--- src/rtl/uart_mult_byte_tx_pkg.sv ---
// Shared definitions for the multi-byte UART packet link: header value, CRC8 and
// FSM state encodings used by both the transmitter and the receiver checker.
package uart_pkt_defs;

   localparam logic [7:0] PKT_HEAD  = 8'hA5;
   localparam logic [7:0] CRC8_POLY = 8'h07;

   localparam logic [2:0] ST_IDLE = 3'd0;
   localparam logic [2:0] ST_HEAD = 3'd1;
   localparam logic [2:0] ST_LEN  = 3'd2;
   localparam logic [2:0] ST_DATA = 3'd3;
   localparam logic [2:0] ST_CRC  = 3'd4;
   localparam logic [2:0] ST_DONE = 3'd5;

   // CRC8, non-reflected, no final XOR; one whole byte per call
   function automatic logic [7:0] crc8_byte(input logic [7:0] crc, input logic [7:0] data);
      logic [7:0] c;
      c = crc ^ data;
      for (int unsigned i = 0; i < 8; i++) begin
         c = c[7] ? ((c << 1) ^ CRC8_POLY) : (c << 1);
      end
      return c;
   endfunction

endpackage

--- src/rtl/uart_byte_tx.sv ---
// 8N1 byte serialiser, LSB first. byte_done is combinational in the last cycle of the
// stop bit so the sequencer can load the next byte with no gap on the line.
module uart_byte_tx #(
   parameter int unsigned _BPS_CNT = 434
) (
   input  logic       sys_clk,
   input  logic       sys_rst,
   input  logic       byte_load,
   input  logic [7:0] byte_data,
   output logic       byte_done,
   output logic       uart_txd
);

   localparam int unsigned     BPS_W    = (_BPS_CNT > 1) ? $clog2(_BPS_CNT) : 1;
   localparam logic [BPS_W-1:0] BPS_LAST = BPS_W'(_BPS_CNT - 1);

   logic             active;
   logic [BPS_W-1:0] bps_cnt;
   logic [3:0]       bit_cnt;
   logic [7:0]       shift_q;
   logic             bit_end;

   assign bit_end   = active && (bps_cnt == BPS_LAST);
   assign byte_done = bit_end && (bit_cnt == 4'd9);

   always_ff @(posedge sys_clk) begin
      if (sys_rst) begin
         active   <= 1'b0;
         bps_cnt  <= '0;
         bit_cnt  <= '0;
         shift_q  <= '0;
         uart_txd <= 1'b1;
      end else if (byte_load) begin
         active   <= 1'b1;
         bps_cnt  <= '0;
         bit_cnt  <= '0;
         shift_q  <= byte_data;
         uart_txd <= 1'b0;
      end else if (active) begin
         if (bit_end) begin
            bps_cnt <= '0;
            if (bit_cnt == 4'd9) begin
               active  <= 1'b0;
               bit_cnt <= '0;
            end else begin
               // bit_cnt 0..7 -> data bit bit_cnt next, 8 -> stop bit next
               bit_cnt  <= bit_cnt + 4'd1;
               uart_txd <= (bit_cnt == 4'd8) ? 1'b1 : shift_q[bit_cnt[2:0]];
            end
         end else begin
            bps_cnt <= bps_cnt + BPS_W'(1);
         end
      end
   end

endmodule

--- src/rtl/uart_mult_byte_tx.sv ---
// Packet transmitter: frames HEAD, LEN, payload, CRC8 and hands bytes back-to-back to
// the 8N1 serialiser. CRC covers LEN and payload and is updated as each byte is loaded.
module uart_mult_byte_tx
   import uart_pkt_defs::*;
#(
   parameter int unsigned _CLK_FREQ  = 50_000_000,
   parameter int unsigned _BAUD      = 115200,
   parameter int unsigned _MAX_BYTES = 11,
   parameter logic [7:0]  _HEAD      = PKT_HEAD
) (
   input  logic                    sys_clk,
   input  logic                    sys_rst,
   input  logic                    pkt_start,
   input  logic [7:0]              pkt_len,
   input  logic [_MAX_BYTES*8-1:0] pkt_data,
   output logic                    busy,
   output logic                    pkt_done,
   output logic                    uart_txd
);

   localparam int unsigned BPS_CNT = _CLK_FREQ / _BAUD;
   localparam int unsigned IDX_W   = (_MAX_BYTES > 1) ? $clog2(_MAX_BYTES) : 1;
   localparam logic [7:0]  MAX_LEN = 8'(_MAX_BYTES);

   logic [2:0]       state;
   logic [7:0]       len_q;
   logic [7:0]       crc_q;
   logic [IDX_W-1:0] idx;
   logic [IDX_W-1:0] next_idx;
   logic [7:0]       data_q [_MAX_BYTES];
   logic             last_data;
   logic             byte_load;
   logic             byte_done;
   logic             load_crc;
   logic [7:0]       byte_data;

   assign next_idx  = idx + IDX_W'(1);
   assign last_data = (8'(idx) == (len_q - 8'd1));
   assign busy      = (state == ST_HEAD) || (state == ST_LEN) ||
                      (state == ST_DATA) || (state == ST_CRC);
   assign pkt_done  = (state == ST_DONE);

   // Next byte is selected in the cycle byte_done fires, so it starts on the following edge
   always_comb begin
      byte_load = 1'b0;
      byte_data = _HEAD;
      load_crc  = 1'b0;
      case (state)
         ST_IDLE: byte_load = pkt_start;
         ST_HEAD: begin
            byte_load = byte_done;
            byte_data = len_q;
         end
         ST_LEN: begin
            byte_load = byte_done;
            if (len_q == 8'd0) begin
               load_crc  = 1'b1;
               byte_data = crc_q;
            end else begin
               byte_data = data_q[0];
            end
         end
         ST_DATA: begin
            byte_load = byte_done;
            if (last_data) begin
               load_crc  = 1'b1;
               byte_data = crc_q;
            end else begin
               byte_data = data_q[next_idx];
            end
         end
         default: ;
      endcase
   end

   always_ff @(posedge sys_clk) begin
      if (sys_rst) begin
         state <= ST_IDLE;
         len_q <= '0;
         crc_q <= '0;
         idx   <= '0;
         for (int unsigned k = 0; k < _MAX_BYTES; k++) begin
            data_q[k] <= '0;
         end
      end else begin
         // HEAD load clears the CRC; HEAD itself is not covered
         if (byte_load && !load_crc) begin
            crc_q <= (state == ST_IDLE) ? 8'h00 : crc8_byte(crc_q, byte_data);
         end
         case (state)
            ST_IDLE: begin
               if (pkt_start) begin
                  len_q <= (pkt_len > MAX_LEN) ? MAX_LEN : pkt_len;
                  for (int unsigned k = 0; k < _MAX_BYTES; k++) begin
                     data_q[k] <= pkt_data[8*k +: 8];
                  end
                  idx   <= '0;
                  state <= ST_HEAD;
               end
            end
            ST_HEAD: if (byte_done) state <= ST_LEN;
            ST_LEN: begin
               if (byte_done) begin
                  idx   <= '0;
                  state <= (len_q == 8'd0) ? ST_CRC : ST_DATA;
               end
            end
            ST_DATA: begin
               if (byte_done) begin
                  if (last_data) state <= ST_CRC;
                  else           idx   <= next_idx;
               end
            end
            ST_CRC:  if (byte_done) state <= ST_DONE;
            ST_DONE: state <= ST_IDLE;
            default: state <= ST_IDLE;
         endcase
      end
   end

   uart_byte_tx #(
      ._BPS_CNT (BPS_CNT)
   ) u_byte_tx (
      .sys_clk   (sys_clk),
      .sys_rst   (sys_rst),
      .byte_load (byte_load),
      .byte_data (byte_data),
      .byte_done (byte_done),
      .uart_txd  (uart_txd)
   );

endmodule
--- config.mk ---
export PLATFORM = sky130hd
export DESIGN_NAME = uart_mult_byte_tx
export DESIGN_NICKNAME = d
export VERILOG_FILES = /design/src/rtl/uart_mult_byte_tx_pkg.sv /design/src/rtl/uart_byte_tx.sv /design/src/rtl/uart_mult_byte_tx.sv
export SDC_FILE = /design/constraint.sdc
export NUM_CORES = 1
export LEC_CHECK = 0
export ABC_AREA = 1
export CAP_MARGIN = 25
export CELL_PAD_IN_SITES_DETAIL_PLACEMENT = 0
export CELL_PAD_IN_SITES_GLOBAL_PLACEMENT = 1
export CORE_MARGIN = 2
export CORE_UTILIZATION = 30
export CTS_BUF_LIST = sky130_fd_sc_hd__clkbuf_4
export CTS_CLUSTER_DIAMETER = 200
export CTS_CLUSTER_SIZE = 28
export DETAILED_ROUTE_END_ITERATION = 8
export PLACE_DENSITY = 0.73
export SYNTH_ARGS = -nofsm -noshare
export SYNTH_HDL_FRONTEND = slang
export SYNTH_SLANG_ARGS = --single-unit
export TNS_END_PERCENT = 1
--- constraint.sdc ---
create_clock -name sys_clk -period 13.7 [get_ports sys_clk]
set_input_delay 1.37 -clock sys_clk [delete_from_list [all_inputs] [get_ports sys_clk]]
set_output_delay 1.37 -clock sys_clk [all_outputs]
set_load 0.005 [all_outputs]
==> metrics.yaml <==
post-route-cell-area_um2: 8890
synth.area.mux_share: 0
drive_above_1_share: 0.108
port_buffers: 101
syn_nets: 1027
finalSetupTns_ns: 0
syn-instance-count: 923
vias: 5879
layout_commonest_cell: "nand2_1"
drt_iter0_drc: 292
maxCapViolations: 0
drc_errors: 0
hold_path_class: "flip-flop to flip-flop"
outcome: "completed"
wl_um: 17100
ir_worst_vdd_uv: 77.5
worst_slew_pin_slew_ns: 0.828
rsz0062_at_grt: "no"
synth_area_um2: 7280
met3_length_um: 806
clock_skew_ns: 0.0258
clockRootBuffer: "clkbuf_4"
final_cell_mix: "nand2_1, inv_1, nor2_1"
yosysTopAreaCell: "edfxtp_1"
hpwl_um: 12500
ys_seq_area_frac: 0.489
fin_crit_ns: 3.65
drtAntennaViolNets: 0
die_y_um: 160
synth_simple_gate_area_share: 0.295
path_clk_slew_ns: 0.16
critPathTopFamily: "simple AND/OR/NAND/NOR gates"
avgSynthCellArea_um2: 7.89
drt-met1-wl_um: 8090
fp.dieW_um: 160
fin_util: 0.369
place_area_um2: 8600
start_util: 0.302
critical_path_arrival_ns: 4.11
cp_slowest_stage_delay_ns: 0.76
async_flop_share: 0
synth-main-ff-cell: "edfxtp_1"
crit_path_top_delay_cell: "ha_1"
grt_usage: 0.138
cp_cell_sequence: "buf_4, ha_1, inv_2, nand3_1, nand3_1, nand2_1, nand2_2, nand2_1, nand3_2, nand2_2, nand2_1, nand2_2, nand3_1, nand2_1, nand2_1, nand2_1, nand2_1, nand3_1, a21oi_2"
synthAdderAreaFrac: 0.00859
startpoint_type: "flip-flop"
num_rows: 57
critPathMostFrequentCell: "nand2_1"
synth_top_family_by_area: "simple AND/OR/NAND/NOR gates"
synth_area_leaders: "edfxtp_1, dfxtp_1, nand2_1"
grt_pass1_wl_um: 28200
hold_viol: 0
crit_type: "flip-flop to flip-flop"
setup_viol: 0
route.met2.wl_um: 8020
critPathMaxFanout: 46
report.power.total_mw: 1.43
ys_seq_elements: 134
postCtsHoldBufs: 0
gp_congestion: 0.789
post-synth-top-area-fraction: 0.363
post_cts_buffers: 0
area_growth_pct: 22.1
p_leak_nw: 3.81
drtPass1Iterations: 5
post_cts_resized: 0
fin_crit_sh: 0.266
numCtsBuffers: 17
dieArea_um2: 25500
numClockSinks: 134
cp-end-kind: "flip-flop"
layout.nets: 1124
clk_path_buf_depth: 2
viasPerCell: 4.33
synth-compound-area-share: 0.0792
drv_slew: 0
synth_warnings: 0
cts_max_level: 4
io_pins: 102
detail_route.wl_per_cell_um: 12.6
cp.required_ns: 14.16
grt_pass1_vias: 5610
post-place-cells: 1325
gr-total-overflow: 0
grt_max_degree: 85
synth_edf_count: 88
synth_xor_area_frac: 0.0155
slew_headroom: 0.448
antenna_found_initial: 0
max_freq_ghz: 0.274
core_um2: 24100
cts_tree: "done"
synth_cell_types: 49
n_antenna_cell: 0
post_layout_nonfiller_instances: 1357
cp.buffers_inverters: 2
routed.top_layer: "met4"
insertion_delay_ns: 0.57
p_per_area_nw_per_um2: 161
==> metrics by stage <==
stage | setup WS [ns] | hold slack, ns
after global placement | 9.79 | 0.448
after detailed placement | 9.96 | 0.456
after CTS | 10.02 | 0.476
final | 10.05 | 0.477
after global routing | 9.63 | 0.486
after floorplan | 7.57 | 0.424
==> synth_stat cells (3+ instances only) <==
library cell	count
o21ai_0	20
nor3_1	12
nand2_1	195
nor2_1	137
buf_2	6
o21ai_1	8
nor2_2	4
inv_1	150
o22ai_1	11
a21oi_2	4
a21oi_1	26
a211oi_1	3
o211ai_1	10
nor4_1	3
nand3_1	87
buf_6	6
clkbuf_1	11
dfxtp_1	46
ha_1	5
nor2_4	6
inv_2	23
nand4_1	5
nand2_2	21
edfxtp_1	88
buf_1	3
==> per-layer routing <==
| metal | GRT usage | up-vias |
|---|---|---|
| met5 | 0 | - |
| met4 | 0.0311 | 0 |
| met3 | 0.0374 | 15 |
| met2 | 0.228 | 130 |
| met1 | 0.182 | 2587 |
| li1 | - | 3147 |
==> report_power, final <==
| part | internal (mW) | switching, mW | total (mW) |
|---|---|---|---|
| combinational | 0.198 | 0.364 | 0.563 |
| sequential | 0.550 | 0.0472 | 0.597 |
| clock | 0.0840 | 0.184 | 0.268 |
| total | 0.832 | 0.596 | 1.43 |
==> final cells by class <==
cell class              instances  area (um2)
clock inverters                15         160
fillers                      2603       15200
inverters                     174         653
well taps                     324         405
repair buffers                106        1070
flip-flops and latches        134        3560
multi-input cells             587        2910
clock buffers                  17         128
==> state kept, by name, indices dropped and copies added, names as in the netlist <==
| signal | cells |
|---|---|
| u_byte_tx.bit_cnt | 4 |
| u_byte_tx.shift_q | 8 |
| u_byte_tx.uart_txd | 1 |
| state | 3 |
| len_q | 8 |
| idx | 4 |
| crc_q | 8 |
| u_byte_tx.bps_cnt | 9 |
| data_q | 88 |
| u_byte_tx.active | 1 |
==> cell families after synthesis <==
kind of cell             after synthesis
flip-flops                           134
XOR/XNOR                               6
AND/OR/NAND/NOR                      482
buffers and inverters                202
AO/OA/AOI/OAI                         94
adder cells (fa/ha/maj)                5
==> final timing paths <==
kind	slack (ns)	cells past startpoint	to	from
setup reg to reg	10.05	19	crc_q[2]$_SDFFE_PP0P_	idx[0]$_SDFFE_PP0P_
hold / removal	0.48	1	u_byte_tx.bps_cnt[8]$_SDFFE_PP0P_	u_byte_tx.bps_cnt[8]$_SDFFE_PP0P_
hold reg to reg	0.48	1	u_byte_tx.bps_cnt[8]$_SDFFE_PP0P_	u_byte_tx.bps_cnt[8]$_SDFFE_PP0P_
setup / recovery	10.05	19	crc_q[2]$_SDFFE_PP0P_	idx[0]$_SDFFE_PP0P_
(Power assumes the default switching activity.)
